File: config.mk
export PLATFORM = sky130hd
export DESIGN_NAME = reg_write_ctrl
export DESIGN_NICKNAME = d
export VERILOG_FILES = /design/src/rtl/reg_write_ctrl_pkg.sv /design/src/rtl/reg_wb_pipe.sv /design/src/rtl/reg_write_ctrl.sv
export SDC_FILE = /design/constraint.sdc
export NUM_CORES = 1
export LEC_CHECK = 0
export ABC_CLOCK_PERIOD_IN_PS = 2100
export CAP_MARGIN = 20
export CORE_AREA = 5 5 46 48
export CTS_CLUSTER_DIAMETER = 40
export CTS_CLUSTER_SIZE = 28
export DETAILED_ROUTE_END_ITERATION = 10
export DIE_AREA = 0 0 51 53
export HOLD_SLACK_MARGIN = 0.15
export PLACE_DENSITY_LB_ADDON = 0.2
export REMOVE_ABC_BUFFERS = 1
export SYNTH_ARGS = -nofsm -noshare
export SYNTH_HDL_FRONTEND = slang
export SYNTH_SLANG_ARGS = --single-unit
File: constraint.sdc
create_clock -name clk -period 2.1 [get_ports clk]
set_input_delay 0.42 -clock clk [delete_from_list [all_inputs] [get_ports clk]]
set_output_delay 0.42 -clock clk [all_outputs]
set_load 0.01 [all_outputs]
File: src/rtl/reg_write_ctrl_pkg.sv
// Shared types for the register write-back controller:
// the {valid, rd} stage record and the one-hot index decode.
package reg_write_ctrl_pkg;

  // Widest supported register index (32 architectural registers)
  localparam int MAX_AW = 5;

  typedef logic [MAX_AW-1:0] ridx_t;

  typedef struct packed {
    logic  valid;
    ridx_t rd;
  } wb_stage_t;

  // Bit i of the one-hot decode of idx
  function automatic logic onehot_bit(
    input ridx_t idx,
    input int    i
  );
    return idx == ridx_t'(i);
  endfunction

endpackage

File: src/rtl/reg_wb_pipe.sv
// LAT-deep {valid, rd} shift pipeline with flush, plus a
// population count of the valid stages.
module reg_wb_pipe
  import reg_write_ctrl_pkg::*;
#(
  parameter  int LAT = 2,
  localparam int CW  = $clog2(LAT + 1)
) (
  input  logic            clk,
  input  logic            rst,
  input  logic            flush_i,
  input  wb_stage_t       in_i,
  output wb_stage_t       out_o,
  output logic [CW-1:0]   cnt_o
);

  wb_stage_t st_q [LAT];
  wb_stage_t st_d [LAT];

  always_comb begin
    st_d[0] = in_i;
    for (int i = 1; i < LAT; i++) begin
      st_d[i] = st_q[i-1];
    end
  end

  always_ff @(posedge clk) begin
    if (rst || flush_i) begin
      st_q <= '{default: '0};
    end else begin
      st_q <= st_d;
    end
  end

  assign out_o = st_q[LAT-1];

  always_comb begin
    cnt_o = '0;
    for (int i = 0; i < LAT; i++) begin
      cnt_o = cnt_o + CW'(st_q[i].valid);
    end
  end

endmodule

File: src/rtl/reg_write_ctrl.sv
// Register write-back controller: issue hazard check, scoreboard, one-hot reg_en.
// Define REG_WRITE_CTRL_ZERO_LOCK_EN to hardwire register 0 (never written).
module reg_write_ctrl
  import reg_write_ctrl_pkg::*;
#(
  parameter  int NUM_REGS = 4,
  parameter  int LAT      = 2,
  localparam int AW       = $clog2(NUM_REGS),
  localparam int CW       = $clog2(LAT + 1)
) (
  input  logic                clk,
  input  logic                rst,
  input  logic                issue_valid,
  output logic                issue_ready,
  input  logic [AW-1:0]       issue_rd,
  input  logic [AW-1:0]       issue_rs1,
  input  logic [AW-1:0]       issue_rs2,
  input  logic                issue_bne,
  input  logic                flush,
  output logic [NUM_REGS-1:0] reg_en,
  output logic                wb_valid,
  output logic [AW-1:0]       wb_rd,
  output logic [NUM_REGS-1:0] pending,
  output logic [CW-1:0]       inflight_cnt
);

  ridx_t               rd_x;
  wb_stage_t           st_in;
  wb_stage_t           st_out;
  logic [NUM_REGS-1:0] pend_q;
  logic [NUM_REGS-1:0] pend_d;
  logic [NUM_REGS-1:0] busy;
  logic [NUM_REGS-1:0] set_v;
  logic [NUM_REGS-1:0] zmask;
  logic                accept;
  logic                wr_en;
  logic                rd_ok;

  assign rd_x = ridx_t'(issue_rd);

`ifdef REG_WRITE_CTRL_ZERO_LOCK_EN
  assign rd_ok = |issue_rd;
  assign zmask = NUM_REGS'(1);
`else
  assign rd_ok = 1'b1;
  assign zmask = '0;
`endif

  // Retirement is suppressed in flush and reset cycles
  assign wb_valid = st_out.valid & ~flush & ~rst;

  always_comb begin
    reg_en = '0;
    for (int i = 0; i < NUM_REGS; i++) begin
      reg_en[i] = wb_valid & onehot_bit(st_out.rd, i);
    end
  end

  assign wb_rd = wb_valid ? st_out.rd[AW-1:0] : '0;

  // A register retiring this cycle is already free
  assign busy = pend_q & ~reg_en & ~zmask;

  assign issue_ready = ~flush
                     & ~busy[issue_rs1]
                     & ~busy[issue_rs2]
                     & (issue_bne | ~busy[issue_rd]);

  assign accept = issue_valid & issue_ready;
  assign wr_en  = accept & ~issue_bne & rd_ok;

  assign st_in = '{valid: wr_en, rd: rd_x};

  always_comb begin
    set_v = '0;
    for (int i = 0; i < NUM_REGS; i++) begin
      set_v[i] = wr_en & onehot_bit(rd_x, i);
    end
  end

  assign pend_d = (pend_q & ~reg_en) | set_v;

  always_ff @(posedge clk) begin
    if (rst || flush) begin
      pend_q <= '0;
    end else begin
      pend_q <= pend_d;
    end
  end

  assign pending = pend_q;

  reg_wb_pipe #(
    .LAT (LAT)
  ) u_pipe (
    .clk     (clk),
    .rst     (rst),
    .flush_i (flush),
    .in_i    (st_in),
    .out_o   (st_out),
    .cnt_o   (inflight_cnt)
  );

endmodule

==> results.json <==
{
  "status": "finished, violations left",
  "violations": "setup timing",
  "synth.area.top_cells": "dfxtp_1 (31%), and2_1 (4.9%), nand2b_1 (4.9%)",
  "antenna_left": 0,
  "setup_viol": 1,
  "seq_power_share_pct": 49.1,
  "slew-limit-headroom_pct": 78.9,
  "core_area_mm2": 0.00167,
  "rr_worst_depth": 7,
  "p_total_w": 0.000398,
  "reg2reg_to": "pending[1]$_SDFF_PP0_",
  "p_leak_nw": 0.519,
  "numCtsBuffers": 3,
  "critPathSlowestCell": "dfxtp_2",
  "syn_inst": 73,
  "cp-endpoint": "issue_ready",
  "synth_common_cells": "dfxtp_1 (10), inv_1 (7), and2_1 (5), nand2_1 (5), nand2b_1 (5)",
  "drt_iter0_drc": 20,
  "antenna_found_initial": 0,
  "ff2ff_setup_slack_ns": 0.45,
  "firstDrtPassIters": 4,
  "maxCapViolations": 0,
  "synthFlopType": "dfxtp_1",
  "io_pins": 25,
  "cts_buffer_depth": 2,
  "r2r-start": "u_pipe.out_o[1]$_SDFF_PP0_",
  "viasPerCell": 5.36,
  "ys_seq_area_share_pct": 31.4,
  "drc": 0,
  "worstPathCellList": "nor4b_4 -> buf_4 -> a21boi_4 -> a311oi_2 -> nand4_2 -> nor2_1 -> buf_2",
  "yosysTopAreaCellShare_pct": 31.4,
  "yosys_warnings": 0,
  "peakVddDrop_v": 0.000449,
  "async_reset_ff_share_pct": 0,
  "grt_pass1_wl_um": 3470,
  "cp_num_cells": 7,
  "endpoint_kind": "primary output",
  "clkLatencyLatePin_ns": 0.26,
  "rsz0062_at_grt": "true",
  "clockPowerShare_pct": 31.3,
  "worst-path-buf-inv": 2,
  "critPathArrivalTime_ns": 1.76,
  "syn_area_um2": 637,
  "slew_viol_final": 0,
  "pre_cts_slack_ns": -0.860,
  "die_x_um": 51,
  "die_y_um": 53,
  "syn_avg_cell_area_um2": 8.72,
  "min_path_cells": 2,
  "p_sw_w": 0.0000985,
  "p_sw_share_pct": 24.7,
  "hold_viol": 0,
  "p_per_area_mw_per_mm2": 350,
  "track_usage_pct": 17.5,
  "dp.cells": 135,
  "critPathLaunchType": "flip-flop",
  "h-tree-depth": 1,
  "initial_core_util_pct": 38.1,
  "die-area_mm2": 0.00270,
  "timing.final.crit_period_ns": 2.18,
  "placed_area_mm2": 0.00105,
  "cts.sinks": 10,
  "routabilityCongestion": 0.805,
  "worst-setup-path-type": "reg -> out",
  "cts_root_buffer": "clkbuf_4",
  "path_max_fanout": 2,
  "yosysTopAreaCell": "dfxtp_1",
  "hpwl_um": 1600,
  "layout.nets": 139,
  "grt-ovfl-total": 0,
  "synth_cell_types": 35,
  "clk_pin_slew_ns": 0.06,
  "synth-edff-count": 0,
  "drive_above_1_share_pct": 42.4,
  "clock_skew_ns": 0.00252,
  "syn2layout_area_growth_pct": 78.8,
  "power.share.combinational_pct": 19.7,
  "cp.required_ns": 1.68,
  "num_vias": 761,
  "grt_pass1_vias": 746,
  "tritoncts": "done",
  "post-route-util_pct": 68.2,
  "path_delay_family": "simple AND/OR/NAND/NOR gates",
  "cp-startpoint": "u_pipe.out_o[1]$_SDFF_PP0_",
  "core.rowCount": 15,
  "max_stage_delay_ns": 0.34,
  "instances_no_fill": 142,
  "wl_per_cell_um": 15.1,
  "antenna-diode-count": 0,
  "hold_class": "in -> reg",
  "port_buffers": 24,
  "final_cell_area_mm2": 0.00114,
  "synth.most_common_cell": "dfxtp_1",
  "p_int_w": 0.000300,
  "grt_max_degree": 9,
  "worst_pin_slew_ns": 0.316,
  "fmax_ghz": 0.459,
  "setup_ws_ns": -0.0776,
  "ys_seq_elements": 10,
  "fin_crit_sh_pct": 104,
  "wl_um": 2140
}
placed cells by master, fill, tap and decap left out, types with 2 or more instances in the layout:
cell type	Yosys	routed
buf_4	0	27
dlygate4sd2_1	0	10
clkdlybuf4s50_1	0	9
dfxtp_1	10	7
inv_1	7	6
and2_1	5	5
nand2_1	5	5
o21ai_1	4	5
nand2b_1	5	4
nand3b_1	3	3
clkbuf_4	0	3
buf_2	1	3
dfxtp_2	0	3
o22ai_1	2	2
nor2_1	3	2
o2111ai_1	2	2
o211ai_1	2	2
worst min-delay path by stage:
stage                               from                    endpoint  slack, ns
6_report                           flush   u_pipe.st_d[1]$_SDFF_PP0_       0.42
5_1_grt                            flush   u_pipe.st_d[1]$_SDFF_PP0_       0.45
4_1_cts                            flush   u_pipe.st_d[1]$_SDFF_PP0_       0.42
3_5_place_dp   u_pipe.st_d[1]$_SDFF_PP0_  u_pipe.out_o[1]$_SDFF_PP0_       0.42
3_3_place_gp   u_pipe.st_d[1]$_SDFF_PP0_  u_pipe.out_o[1]$_SDFF_PP0_       0.41
2_1_floorplan  u_pipe.st_d[0]$_SDFF_PP0_  u_pipe.out_o[0]$_SDFF_PP0_       0.41
state kept, by name, indices dropped and copies added (netlist names):
name          count
pending           4
u_pipe.out_o      3
u_pipe.st_d       3
metrics by stage:
step	setup TNS [ns]	hold WS [ns]
6_report	-0.0776	0.416
5_1_grt	-0.162	0.448
3_3_place_gp	-4.63	0.413
2_1_floorplan	0	0.406
3_5_place_dp	-5.08	0.422
4_1_cts	-0.0776	0.418
kinds of logic (layout without fill, tap and decap cells):
logic type / after synthesis / count (layout) / share of synthesized area, %
AOI/OAI and AO/OA: 20 / 20 / 23.6
buffers and inverters: 9 / 61 / 6.68
adders and majority gates: 1 / 1 / 1.96
and+or+nand+nor: 33 / 33 / 36.3
DFF: 10 / 10 / 31.4
repair_timing:
action | 4_1_cts | 5_1_grt
pin swaps | 10 | 6
setup endpoints to repair | 8 | 4
resized for setup | 35 | 9
hold buffers | 0 | 0
buffers inserted | 3 | 1
power groups by stage:
stage / registers (W) / logic, W / clock network [W]
after floorplan: 0.000199 / 0.0000202 / 0
after global placement: 0.000199 / 0.0000759 / 0
after detailed placement: 0.000199 / 0.0000761 / 0
after CTS: 0.000195 / 0.0000745 / 0.000126
after global routing: 0.000196 / 0.0000852 / 0.000136
final: 0.000195 / 0.0000783 / 0.000125
per-layer routing:
metal	up-vias	track usage, %	routed length [µm]
met4	0	4.48	6
met2	20	27.9	1030
met1	358	22.6	980
li1	381	-	-
met3	2	5.63	120
met5	-	0	0
cell type report:
type                            instances  area (µm²)
Fill cell                             138         532
Multi-Input combinational cell         54         452
Timing Repair Buffer                   51         413
Sequential cell                        10         204
Inverter                                7        26.3
Clock buffer                            3        22.5
Tap cell                               17        21.3
Power figures use the tool's default switching activity.
